--- src/rtl/game_pkg.sv ---
// Shared types and helpers for the game score controller: state encoding,
// 7-segment decode and BCD arithmetic.
package game_pkg;

    typedef enum logic [1:0] {
        IDLE = 2'd0,
        RUN  = 2'd1,
        OVER = 2'd2
    } game_state_e;

    localparam logic [6:0] SEG_BLANK = 7'h7F;

    // Segments g..a, active-low; non-decimal codes stay dark.
    function automatic logic [6:0] bcd_to_seg(input logic [3:0] digit);
        logic [6:0] seg_v;
        case (digit)
            4'd0:    seg_v = 7'h40;
            4'd1:    seg_v = 7'h79;
            4'd2:    seg_v = 7'h24;
            4'd3:    seg_v = 7'h30;
            4'd4:    seg_v = 7'h19;
            4'd5:    seg_v = 7'h12;
            4'd6:    seg_v = 7'h02;
            4'd7:    seg_v = 7'h78;
            4'd8:    seg_v = 7'h00;
            4'd9:    seg_v = 7'h10;
            default: seg_v = SEG_BLANK;
        endcase
        return seg_v;
    endfunction

    function automatic logic [7:0] bcd_inc_sat(input logic [7:0] v);
        logic [7:0] r_v;
        if (v == 8'h99) begin
            r_v = 8'h99;
        end else if (v[3:0] == 4'd9) begin
            r_v = {v[7:4] + 4'd1, 4'd0};
        end else begin
            r_v = {v[7:4], v[3:0] + 4'd1};
        end
        return r_v;
    endfunction

    // Borrow from tens on 0 ones; 00 stays 00 so a stray tick cannot wrap.
    function automatic logic [7:0] bcd_dec(input logic [7:0] v);
        logic [7:0] r_v;
        if (v == 8'h00) begin
            r_v = 8'h00;
        end else if (v[3:0] == 4'd0) begin
            r_v = {v[7:4] - 4'd1, 4'd9};
        end else begin
            r_v = {v[7:4], v[3:0] - 4'd1};
        end
        return r_v;
    endfunction

    function automatic logic [7:0] int_to_bcd(input int unsigned n);
        logic [3:0] tens_v;
        logic [3:0] ones_v;
        tens_v = 4'(n / 32'd10);
        ones_v = 4'(n % 32'd10);
        return {tens_v, ones_v};
    endfunction

endpackage

--- src/rtl/game_score_ctrl_sync_edge.sv ---
// Two-flop synchronizer for an asynchronous level followed by a registered
// one-clock rising-edge pulse (pulse appears 3 clks after the input rises).
module sync_edge (
    input  logic clk,
    input  logic rst_n,
    input  logic i_async,
    output logic o_pulse
);

    logic r_meta;
    logic r_sync;
    logic r_prev;
    logic r_pulse;

    // Synchronize, keep the previous sample, and register the rising edge
    always_ff @(posedge clk or negedge rst_n) begin
        if (!rst_n) begin
            r_meta  <= 1'b0;
            r_sync  <= 1'b0;
            r_prev  <= 1'b0;
            r_pulse <= 1'b0;
        end else begin
            r_meta  <= i_async;
            r_sync  <= r_meta;
            r_prev  <= r_sync;
            r_pulse <= r_sync & ~r_prev;
        end
    end

    assign o_pulse = r_pulse;

endmodule

--- src/rtl/game_score_ctrl.sv ---
// Round controller: runs a timed round, counts hit pulses into a BCD score,
// counts down the time and scans both onto a 4-digit common-anode display.
module game_score_ctrl
    import game_pkg::*;
#(
    parameter int unsigned TICK_DIV  = 50000000,
    parameter int unsigned GAME_SECS = 30,
    parameter int unsigned SCAN_DIV  = 50000
) (
    input  logic       clk,
    input  logic       rst_n,
    input  logic       start,
    input  logic       add_point,
    output logic       working_sig,
    output logic       game_over,
    output logic [7:0] score_bcd,
    output logic [7:0] time_bcd,
    output logic [6:0] seg,
    output logic [3:0] an
);

    localparam int TICK_W = $clog2(TICK_DIV);
    localparam int SCAN_W = $clog2(SCAN_DIV);
    localparam logic [7:0]        GAME_BCD  = int_to_bcd(GAME_SECS);
    localparam logic [TICK_W-1:0] TICK_LAST = TICK_W'(TICK_DIV - 32'd1);
    localparam logic [TICK_W-1:0] TICK_ONE  = TICK_W'(32'd1);
    localparam logic [SCAN_W-1:0] SCAN_LAST = SCAN_W'(SCAN_DIV - 32'd1);
    localparam logic [SCAN_W-1:0] SCAN_ONE  = SCAN_W'(32'd1);

    logic w_start_pulse;
    logic w_hit_pulse;

    game_state_e       r_state;
    logic              r_working;
    logic              r_over;
    logic [7:0]        r_score;
    logic [7:0]        r_time;
    logic [TICK_W-1:0] r_tick_cnt;

    logic [SCAN_W-1:0] r_scan_cnt;
    logic [1:0]        r_dig_idx;
    logic [6:0]        r_seg;
    logic [3:0]        r_an;
    logic [6:0]        w_seg;
    logic [3:0]        w_an;

    sync_edge u_start_edge (
        .clk     (clk),
        .rst_n   (rst_n),
        .i_async (start),
        .o_pulse (w_start_pulse)
    );

    sync_edge u_hit_edge (
        .clk     (clk),
        .rst_n   (rst_n),
        .i_async (add_point),
        .o_pulse (w_hit_pulse)
    );

    // Round FSM: entry actions, per-second countdown and hit scoring
    always_ff @(posedge clk or negedge rst_n) begin
        if (!rst_n) begin
            r_state    <= IDLE;
            r_working  <= 1'b0;
            r_over     <= 1'b0;
            r_score    <= 8'h00;
            r_time     <= GAME_BCD;
            r_tick_cnt <= {TICK_W{1'b0}};
        end else begin
            case (r_state)
                IDLE, OVER: begin
                    if (w_start_pulse) begin
                        r_state    <= RUN;
                        r_working  <= 1'b1;
                        r_over     <= 1'b0;
                        r_score    <= 8'h00;
                        r_time     <= GAME_BCD;
                        r_tick_cnt <= {TICK_W{1'b0}};
                    end
                end
                RUN: begin
                    // A hit on the final tick still counts before the round closes.
                    if (w_hit_pulse) begin
                        r_score <= bcd_inc_sat(r_score);
                    end
                    if (r_tick_cnt == TICK_LAST) begin
                        r_tick_cnt <= {TICK_W{1'b0}};
                        r_time     <= bcd_dec(r_time);
                        if (r_time == 8'h01) begin
                            r_state   <= OVER;
                            r_working <= 1'b0;
                            r_over    <= 1'b1;
                        end
                    end else begin
                        r_tick_cnt <= r_tick_cnt + TICK_ONE;
                    end
                end
                default: begin
                    r_state   <= IDLE;
                    r_working <= 1'b0;
                    r_over    <= 1'b0;
                end
            endcase
        end
    end

    // Scan divider advancing the displayed digit index
    always_ff @(posedge clk or negedge rst_n) begin
        if (!rst_n) begin
            r_scan_cnt <= {SCAN_W{1'b0}};
            r_dig_idx  <= 2'd0;
        end else if (r_scan_cnt == SCAN_LAST) begin
            r_scan_cnt <= {SCAN_W{1'b0}};
            r_dig_idx  <= r_dig_idx + 2'd1;
        end else begin
            r_scan_cnt <= r_scan_cnt + SCAN_ONE;
        end
    end

    // Digit select and decode with leading-zero blanking on both tens digits
    always_comb begin
        w_an  = 4'hF;
        w_seg = SEG_BLANK;
        case (r_dig_idx)
            2'd0: begin
                w_an  = 4'b1110;
                w_seg = bcd_to_seg(r_time[3:0]);
            end
            2'd1: begin
                w_an  = 4'b1101;
                w_seg = (r_time[7:4] == 4'd0) ? SEG_BLANK : bcd_to_seg(r_time[7:4]);
            end
            2'd2: begin
                w_an  = 4'b1011;
                w_seg = bcd_to_seg(r_score[3:0]);
            end
            2'd3: begin
                w_an  = 4'b0111;
                w_seg = (r_score[7:4] == 4'd0) ? SEG_BLANK : bcd_to_seg(r_score[7:4]);
            end
            default: begin
                w_an  = 4'hF;
                w_seg = SEG_BLANK;
            end
        endcase
    end

    // Registered display drive
    always_ff @(posedge clk or negedge rst_n) begin
        if (!rst_n) begin
            r_seg <= SEG_BLANK;
            r_an  <= 4'hF;
        end else begin
            r_seg <= w_seg;
            r_an  <= w_an;
        end
    end

    assign working_sig = r_working;
    assign game_over   = r_over;
    assign score_bcd   = r_score;
    assign time_bcd    = r_time;
    assign seg         = r_seg;
    assign an          = r_an;

endmodule

--- config.mk ---
export PLATFORM = sky130hd
export DESIGN_NAME = game_score_ctrl
export DESIGN_NICKNAME = d
export VERILOG_FILES = /design/src/rtl/game_pkg.sv /design/src/rtl/game_score_ctrl_sync_edge.sv /design/src/rtl/game_score_ctrl.sv
export SDC_FILE = /design/constraint.sdc
export NUM_CORES = 1
export LEC_CHECK = 0
export ABC_AREA = 0
export BUFFER_PORTS_ARGS = -buffer_cell sky130_fd_sc_hd__buf_4
export CORE_MARGIN = 4
export CORE_UTILIZATION = 60
export DETAILED_ROUTE_END_ITERATION = 10
export PLACE_DENSITY = 0.86
export SETUP_SLACK_MARGIN = 0.5
export SLEW_MARGIN = 25
export SYNTH_ARGS = -nofsm -noshare
export SYNTH_HDL_FRONTEND = slang
export SYNTH_SLANG_ARGS = --single-unit
export TNS_END_PERCENT = 1
--- constraint.sdc ---
create_clock -name clk -period 6.14 [get_ports clk]
set_clock_uncertainty 0.2 [all_clocks]
set_input_delay 0.921 -clock clk [delete_from_list [all_inputs] [get_ports clk]]
set_output_delay 0.921 -clock clk [all_outputs]
set_load 0.01 [all_outputs]
==> impl_metrics.toml, run 1 <==
[run_status]
outcome = "complete, no violations"

[drt]
finalWirelength_mm = 10.6
viasPerCell = 6.23
dr.pass1.iters = 5
antenna_left = 0
drt-initial-drc-count = 293
drc_errors = 0
vias = 4161
post_drt_wl_per_cell_um = 15.9

[timing]
hold_viol = 0
rsz0062_at_grt = "false"
max_freq_ghz = 0.394
period_share_pct = 41.3
setup_violations = 0
slew_headroom_pct = 42.5
tns_ps = 0
worst_pin_slew_ps = 862
slew_viol_final = 0
hold_ws_ps = 154
min_period_ps = 2540

[synthesis]
syn-cell-area_um2 = 4890
ys_seq_elements = 82
yosysSeqAreaShare_pct = 42.3
syn_nets = 575
synth_compound_area_share_pct = 18.4
synth_top_family_by_area = "simple AND/OR/NAND/NOR gates"
yosysWarnings = 0
syn_area_per_cell_um2 = 9.09
yosys.area_share.adder_pct = 8.44
muxShareOfSynthArea_pct = 2.51
synth-edff-count = 0
synthArstFlopShare_pct = 100
synth-xor-area-share_pct = 2.69
synthSimpleGateAreaFrac_pct = 21.2
ys.flop_type = "dfrtp_1"
syn_inst = 538
ys_types = 62

[clock_tree]
cts_sinks = 82
htree_levels = 3
clk_pin_slew_ps = 90
cts.hold.buffers_added = 0
cts_tree = "done"
ctsResizeCount = 0
clk_latency_ps = 360
cts_buffers = 9
cts_setup_buffers = 0
cts_root_buf = "clkbuf_8"
clockBufferDepth = 2

[hold_path]
min-delay-start = "u_hit_edge.r_meta$_DFF_PN0_"
hold_class = "flip-flop to flip-flop"
hold_depth = 0
whs_endpoint = "u_hit_edge.r_sync$_DFF_PN0_"

[critical_path]
timing.rr.start = "r_tick_cnt[0]$_DFFE_PN0P_"
path_max_fanout = 24
worstPathArrival_ps = 2610
worstPathRequired_ps = 6210
start_kind = "flip-flop"
r2r_end = "r_tick_cnt[13]$_DFFE_PN0P_"
setup.worst_path.class = "flip-flop to flip-flop"
reg2reg_slack_ps = 3600
crit_path_end_kind = "flip-flop"
reg2regPathDepth = 7

[die]
core_area_um2 = 7810
die_h_um = 98.3
start_util_pct = 62.7
die-area_um2 = 9660
num_rows = 32
die_w_um = 98.3
boundaryPins = 33

[global_routing]
grt_usage_pct = 22.2
grt_pass1_vias = 3739
overflow = 0
grt_pass1_wl_mm = 17.8
grt_max_degree = 83
antenna_found_initial = 0

[final_layout]
finalInstanceArea_um2 = 5400
fillers = 594
antennaDiodeCount = 0
finalNetCount = 598
final_common_cell = "dfrtp_1"
drive_gt1_share_pct = 15.0
area_growth_pct = 10.4
seq_area_um2 = 2070
final_cell_mix = "dfrtp_1 (69), nand2_1 (50), nor2_1 (44)"
multi_input_area_um2 = 2600

[flow_run]
drv_cap = 0

[pwr]
powerDensity_nw_per_um2 = 232
leakage_nw = 2.42
ir_worst_vdd_uv = 141
p_total_mw = 1.26

[placement]
io_buffers = 32
routabilityCongestion = 0.905
hpwlAfterDp_mm = 7.17
placedInstanceArea_um2 = 5170
==> per-stage QoR <==
stage / utilization [%] / instances / setup slack, ps
2_1_floorplan: - / 538 / 4080
3_3_place_gp: 66.2 / 651 / 3550
3_5_place_dp: 66.3 / 651 / 3490
4_1_cts: 68.9 / 667 / 3450
5_1_grt: 69.2 / 668 / 3490
6_report: 69.2 / 668 / 3600
==> final cells by class <==
type	count	share of cell area (%)
flip-flops and latches	82	38.3
well taps	102	2.36
repair buffers	36	5.21
inverters	30	2.09
multi-input cells	402	48.2
clock buffers	9	2.29
clock inverters	7	1.55
==> worst max-delay path, stage by stage (launching register included) <==
cell and delay (ps):
dfrtp_1 440, ha_1 270, and3_2 260, and3_4 170, a31oi_4 580, buf_8 260, a31oi_1 100, a31oi_1 180
==> cell families (layout without fill, tap and decap cells) <==
kind of cell / count (synthesis) / count (layout)
AOI/OAI and AO/OA: 143 / 143
xor gates and xnor gates: 15 / 15
adders and majority gates: 33 / 33
buffers and inverters: 54 / 82
DFF: 82 / 82
muxes: 12 / 12
and+or+nand+nor: 199 / 199
==> synth_stat cells (3+ instances only) <==
cell / n / area share [%]
a211oi_1: 3 / 0.46
a21boi_0: 3 / 0.46
a21oi_1: 37 / 3.8
a22o_1: 4 / 0.72
a31o_2: 3 / 0.54
a31oi_1: 21 / 2.7
a41oi_1: 3 / 0.54
and3_1: 4 / 0.51
and4_1: 3 / 0.54
buf_2: 8 / 0.82
clkbuf_1: 14 / 1.1
dfrtp_1: 69 / 35
dfstp_2: 13 / 7.0
ha_1: 33 / 8.4
inv_1: 29 / 2.2
mux2i_1: 10 / 2.0
nand2_1: 50 / 3.8
nand2b_1: 7 / 0.90
nand3_1: 23 / 2.4
nand4_1: 13 / 1.7
nor2_1: 45 / 3.5
nor2b_1: 11 / 1.4
nor3_1: 13 / 1.3
nor4_1: 3 / 0.38
o211ai_1: 3 / 0.46
o21ai_0: 41 / 4.2
o31ai_1: 7 / 1.1
or3_1: 9 / 1.2
or4_1: 4 / 0.61
xnor2_1: 9 / 1.6
xor2_1: 6 / 1.1
==> power breakdown <==
part	switching, mW	total (mW)	internal, mW
clock network	0.220	0.417	0.197
registers	0.0590	0.627	0.568
logic	0.126	0.212	0.0856
total	0.405	1.26	0.850
==> registers in the layout, indices dropped and copies added (netlist names), 2 cells and up <==
name,count
seg,7
r_dig_idx,2
an,4
r_state,2
score_bcd,8
r_tick_cnt,26
r_scan_cnt,16
time_bcd,8
==> per-layer routing <==
layer	track usage (%)	up-vias	routed length (µm)
li1	-	1984	-
met1	30.9	1986	4660
met2	34.1	165	4990
met3	4.79	26	747
met4	8.30	0	235
met5	0	-	0
==> worst max-delay path by stage <==
stage                                         start                    endpoint
final                     r_tick_cnt[0]$_DFFE_PN0P_  r_tick_cnt[13]$_DFFE_PN0P_
after floorplan           r_tick_cnt[0]$_DFFE_PN0P_  r_tick_cnt[21]$_DFFE_PN0P_
after global placement    r_tick_cnt[0]$_DFFE_PN0P_   r_tick_cnt[7]$_DFFE_PN0P_
after CTS                 r_tick_cnt[0]$_DFFE_PN0P_   r_tick_cnt[7]$_DFFE_PN0P_
after detailed placement  r_tick_cnt[0]$_DFFE_PN0P_  r_tick_cnt[14]$_DFFE_PN0P_
after global routing      r_tick_cnt[0]$_DFFE_PN0P_  r_tick_cnt[13]$_DFFE_PN0P_
No activity file was read; power rests on OpenSTA's default activity.
==> inputs of run 2 (changes only) <==
--- a/config.mk
+++ b/config.mk
@@ -5,7 +5,7 @@
 export SDC_FILE = /design/constraint.sdc
 export NUM_CORES = 1
 export LEC_CHECK = 0
-export ABC_AREA = 0
+export ABC_AREA = 1
 export BUFFER_PORTS_ARGS = -buffer_cell sky130_fd_sc_hd__buf_4
 export CORE_MARGIN = 4
 export CORE_UTILIZATION = 60
==> constraint.sdc (replaced) <==
create_clock -name clk -period 2.6 [get_ports clk]
set_clock_uncertainty 0.2 [all_clocks]
set_input_delay 0.39 -clock clk [delete_from_list [all_inputs] [get_ports clk]]
set_output_delay 0.39 -clock clk [all_outputs]
set_load 0.01 [all_outputs]
==> impl_metrics.toml, run 2 <==
[hold_path]
hold_class = "flip-flop to flip-flop"
hold_depth = 0
min-delay-start = "u_start_edge.r_meta$_DFF_PN0_"
whs_endpoint = "u_start_edge.r_sync$_DFF_PN0_"

[synthesis]
post-synth-top-count-cell = "nand2_1"
synthArstFlopShare_pct = 100
syn-cell-area_um2 = 5020
synth_area_leaders = "dfrtp_1 (34%), nand2_1 (14%), ha_1 (8.2%)"
netlist.area_leader.share_pct = 34.4
synth-edff-count = 0
ys_seq_elements = 82
syn_nets = 705
synth_common_cells = "nand2_1 (186), inv_1 (92), dfrtp_1 (69), nor2_1 (64), nand3_1 (52)"
yosysSeqAreaShare_pct = 41.2
yosysWarnings = 0
ys_types = 30
syn_inst = 668
syn_area_per_cell_um2 = 7.52
yosysTopAreaCell = "dfrtp_1"
ys.flop_type = "dfrtp_1"

[drt]
drt-initial-drc-count = 269
vias = 4401
dr.pass1.iters = 4
finalWirelength_mm = 10.7
drc_errors = 0
antenna_left = 0
viasPerCell = 5.36
post_drt_wl_per_cell_um = 13.1

[global_routing]
antenna_found_initial = 0
overflow = 0
grt_pass1_wl_mm = 18.0
grt_pass1_vias = 3968
grt_max_degree = 37
grt_usage_pct = 22.2

[timing]
slew_viol_final = 0
rsz0062_at_grt = "false"
tns_ps = 0
hold_ws_ps = 165
period_share_pct = 75.4
setup_violations = 0
hold_viol = 0
min_period_ps = 1960
slew_headroom_pct = 63.0
max_freq_ghz = 0.510
worst_pin_slew_ps = 551

[die]
start_util_pct = 61.4
die-area_um2 = 9900
die_w_um = 99.5
boundaryPins = 33
num_rows = 33
core_area_um2 = 8180
die_h_um = 99.5

[pwr]
powerDensity_nw_per_um2 = 752
leakage_nw = 2.85
ir_worst_vdd_uv = 330
p_total_mw = 4.22

[clock_tree]
clockBufferDepth = 2
cts_tree = "done"
htree_levels = 3
clk_pin_slew_ps = 90
clk_latency_ps = 350
ctsResizeCount = 0
cts_buffers = 9
cts_root_buf = "clkbuf_8"
cts_sinks = 82

[critical_path]
start_kind = "flip-flop"
timing.rr.start = "time_bcd[5]$_DFFE_PN1P_"
path_max_fanout = 5
reg2reg_slack_ps = 640
crit_path_end_kind = "flip-flop"
r2r_end = "seg[5]$_DFF_PN1_"
worstPathRequired_ps = 2690
setup.worst_path.class = "flip-flop to flip-flop"
worstPathArrival_ps = 2050
reg2regPathDepth = 10

[final_layout]
antennaDiodeCount = 0
final_common_cell = "nand2_1"
finalNetCount = 748
reg.largest.list = "r_tick_cnt x26, r_scan_cnt x16"
finalInstanceArea_um2 = 5620
fillers = 655
largest_register_ffs = 26
area_growth_pct = 11.9
regMostFlops = "r_tick_cnt"
drive_gt1_share_pct = 12.0
final_cell_mix = "nand2_1 (186), inv_1 (92), dfrtp_1 (69)"

[run_status]
outcome = "complete, no violations"

[placement]
placedInstanceArea_um2 = 5380
io_buffers = 32
routabilityCongestion = 0.952
hpwlAfterDp_mm = 7.84

[flow_run]
drv_cap = 0
## run 2: worst max path at each step
| stage | cells past startpoint | endpoint | slack (ps) | start |
|---|---|---|---|---|
| 2_1_floorplan | 9 | time_bcd[6]$_DFFE_PN0P_ | 830 | time_bcd[0]$_DFFE_PN0P_ |
| 3_3_place_gp | 9 | time_bcd[6]$_DFFE_PN0P_ | 740 | time_bcd[0]$_DFFE_PN0P_ |
| 3_5_place_dp | 10 | seg[5]$_DFF_PN1_ | 670 | time_bcd[4]$_DFFE_PN1P_ |
| 4_1_cts | 10 | seg[5]$_DFF_PN1_ | 650 | time_bcd[4]$_DFFE_PN1P_ |
| 5_1_grt | 10 | seg[6]$_DFF_PN1_ | 510 | time_bcd[5]$_DFFE_PN1P_ |
| 6_report | 10 | seg[5]$_DFF_PN1_ | 640 | time_bcd[5]$_DFFE_PN1P_ |
## run 2: what timing repair did
item	in CTS	in global routing
hold endpoints to repair	26	0
setup endpoints to repair	0	1
buffers inserted	0	1
hold buffers	3	0
## run 2: per-layer routing
metal / wire, µm / vias to the layer above / share of wire, % / GRT usage (%)
met5: 0 / - / 0 / 0
met4: 155 / 0 / 1.4 / 7.14
met3: 464 / 17 / 4.3 / 3.51
met2: 5300 / 128 / 49 / 38.5
met1: 4810 / 2039 / 45 / 28.6
li1: - / 2217 / - / -
## run 2: cells by family (layout without fill, tap and decap cells)
family          after synthesis  in the layout  share of synthesized area, %
compound gates               83             83                          9.22
xor+xnor                     22             22                          3.84
simple gates                341            341                          29.1
fa+ha+maj                    33             33                          8.22
flops                        82             82                          41.2
buf+inv                     107            155                          8.42
## run 2: metrics by stage
| step | instances | worst slack (ps) | utilization [%] |
|---|---|---|---|
| 2_1_floorplan | 668 | 834 | - |
| 3_3_place_gp | 801 | 736 | 65.8 |
| 3_5_place_dp | 801 | 672 | 65.8 |
| 4_1_cts | 820 | 649 | 68.7 |
| 5_1_grt | 821 | 512 | 68.7 |
| 6_report | 821 | 640 | 68.7 |
## run 2: where the power goes
| group | total, mW | internal (mW) | switching [mW] |
|---|---|---|---|
| Clock | 0.955 | 0.472 | 0.483 |
| Sequential | 1.66 | 1.48 | 0.186 |
| Combinational | 1.61 | 0.564 | 1.04 |
## run 2: layout make-up
type | instances | area [µm²] | share of cell area (%)
Clock inverter | 6 | 65.1 | 1.16
Sequential cell | 82 | 2070 | 36.8
Multi-Input combinational cell | 479 | 2530 | 45.0
Clock buffer | 10 | 138 | 2.45
Inverter | 100 | 375 | 6.68
Timing Repair Buffer | 39 | 313 | 5.57
Tap cell | 105 | 131 | 2.34
## run 2: worst max-delay path, cell delays in order, from the launching register on
cell and delay, ps:
dfstp_2 590, inv_1 110, ha_1 220, nand3_1 140, nand2_1 140, nor2_1 130
o21ai_0 120, nand2_1 80, nand3_1 60, nand2_1 60, inv_1 40
==> inputs of run 3 (changes only) <==
--- a/config.mk
+++ b/config.mk
@@ -5,12 +5,12 @@
 export SDC_FILE = /design/constraint.sdc
 export NUM_CORES = 1
 export LEC_CHECK = 0
-export ABC_AREA = 1
+export ABC_AREA = 0
 export BUFFER_PORTS_ARGS = -buffer_cell sky130_fd_sc_hd__buf_4
 export CORE_MARGIN = 4
-export CORE_UTILIZATION = 60
+export CORE_UTILIZATION = 55
 export DETAILED_ROUTE_END_ITERATION = 10
-export PLACE_DENSITY = 0.86
+export PLACE_DENSITY = 0.83
 export SETUP_SLACK_MARGIN = 0.5
 export SLEW_MARGIN = 25
 export SYNTH_ARGS = -nofsm -noshare
==> constraint.sdc (replaced) <==
create_clock -name clk -period 1.8 [get_ports clk]
set_clock_uncertainty 0.2 [all_clocks]
set_input_delay 0.27 -clock clk [delete_from_list [all_inputs] [get_ports clk]]
set_output_delay 0.27 -clock clk [all_outputs]
set_load 0.01 [all_outputs]
==> impl_metrics.toml, run 3 (same netlist as run 1, synthesis figures left out) <==
[critical_path]
path_buf_inv = 2
start_kind = "flip-flop"
crit_path_end_kind = "flip-flop"
setup.worst_path.class = "flip-flop to flip-flop"
max_stage_delay_ps = 390
worstPathArrival_ps = 2090
cp_cell_sequence = "ha_2 > and3_4 > and3_4 > a31oi_4 > buf_12 > buf_16 > a21o_1 > a22o_1"
path_max_fanout = 8
crit_path_top_delay_cell = "dfrtp_1"
worstPathRequired_ps = 1860
crit_top_cell = "and3_4"
crit_family = "compound AO/OA/AOI/OAI gates"

[drt]
finalWirelength_mm = 15.0
antenna_left = 0
vias = 4917
dr.pass1.iters = 7
drt-initial-drc-count = 385
drc_errors = 0
viasPerCell = 6.27
post_drt_wl_per_cell_um = 19.1

[clock_tree]
cts_buffers = 9
cts_tree = "done"
cts_root_buf = "clkbuf_8"
clockBufferDepth = 2
clk_latency_ps = 380
cts_sinks = 82
clk_pin_slew_ps = 100
htree_levels = 3

[global_routing]
overflow = 0
grt_pass1_vias = 4892
grt_pass1_wl_mm = 23.7
grt_max_degree = 33
antenna_found_initial = 0
grt_usage_pct = 28.7

[timing]
max_freq_ghz = 0.493
period_share_pct = 113
worst_slack_ps = -229
slew_viol_final = 0
worst_pin_slew_ps = 563
hold_viol = 0
setup_violations = 50
min_period_ps = 2030
tns_ps = -5250
slew_headroom_pct = 62.1
rsz0062_at_grt = "true"

[final_layout]
area_growth_pct = 41.4
reg.largest.list = "r_tick_cnt x26, r_scan_cnt x16"
final_cell_mix = "buf_4 (81), dfrtp_1 (61), buf_6 (55)"
regMostFlops = "r_tick_cnt"
finalNetCount = 708
final_cells = 784
largest_register_ffs = 26
antennaDiodeCount = 0
fillers = 452
drive_gt1_share_pct = 39.2
final_common_cell = "buf_4"

[placement]
routabilityCongestion = 0.881
hpwlAfterDp_mm = 8.84
dp.cells = 752
io_buffers = 32
place_ws_ps = -201

[pwr]
ir_worst_vdd_uv = 584
p_sw_share_pct = 32.9
p_clk_share_pct = 29.6
p_sw_mw = 1.61
p_int_mw = 3.28
leakage_nw = 3.14
p_total_mw = 4.89
p_comb_share_pct = 27.7
pwr-share-seq_pct = 42.6
powerDensity_nw_per_um2 = 707

[die]
num_rows = 34
start_util_pct = 56.4
die_w_um = 102
die_h_um = 102
core_area_um2 = 8680
boundaryPins = 33
die-area_um2 = 10500

[run_status]
violations = "negative setup slack"
outcome = "complete, but fails checks"

[flow_run]
drv_cap = 0

[hold_path]
hold_class = "input port to async pin"
[run 3: area by class of cell]
class | instances | area (µm²) | area share [%]
sequential | 82 | 2080 | 30.1
clock buffer | 9 | 124 | 1.79
tap | 108 | 135 | 1.95
clock inverter | 7 | 83.8 | 1.21
multi-input combinational | 402 | 2960 | 42.8
timing repair buffer | 146 | 1420 | 20.5
inverter | 30 | 118 | 1.70
[run 3: stage by stage]
step	hold slack, ps	cell area (µm²)	utilization [%]
6_report	144	6920	79.7
5_1_grt	161	6920	79.7
4_1_cts	147	6710	77.3
3_5_place_dp	1.32	5960	68.7
3_3_place_gp	-6.71	5960	68.7
2_1_floorplan	-226	4920	-
[run 3: what timing repair did]
action / CTS / global route
setup endpoints to repair: 99 / 99
cloned: 3 / 0
pin swaps: 44 / 19
hold buffers: 3 / 0
endpoints found under the hold margin: 71 / 0
resized for setup: 122 / 47
buffers inserted: 6 / 4
[run 3: metal layers]
metal | part of all wire (%) | GRT usage, %
met4 | 4.3 | 13.1
met5 | 0 | 0
met2 | 52 | 51.2
met3 | 6.4 | 4.64
met1 | 38 | 33.8
[run 3: worst paths after layout]
check	cells after the start	slack (ps)	to	start
min in group clk	0	160	u_start_edge.r_sync$_DFF_PN0_	u_start_edge.r_meta$_DFF_PN0_
max in group asynchronous	3	690	time_bcd[4]$_DFFE_PN1P_	rst_n
max reg2reg	8	-230	r_tick_cnt[3]$_DFFE_PN0P_	r_tick_cnt[1]$_DFFE_PN0P_
min reg2reg	0	160	u_start_edge.r_sync$_DFF_PN0_	u_start_edge.r_meta$_DFF_PN0_
max	8	-230	r_tick_cnt[3]$_DFFE_PN0P_	r_tick_cnt[1]$_DFFE_PN0P_
min	2	140	score_bcd[2]$_DFFE_PN0P_	rst_n
[run 3: power groups by stage]
stage	clock network (mW)	registers, mW	logic (mW)
after floorplan	0	2.11	0.533
after global placement	0	2.07	0.983
after detailed placement	0	2.08	1.03
after CTS	1.45	2.05	1.24
after global routing	1.54	2.10	1.47
final	1.45	2.08	1.35
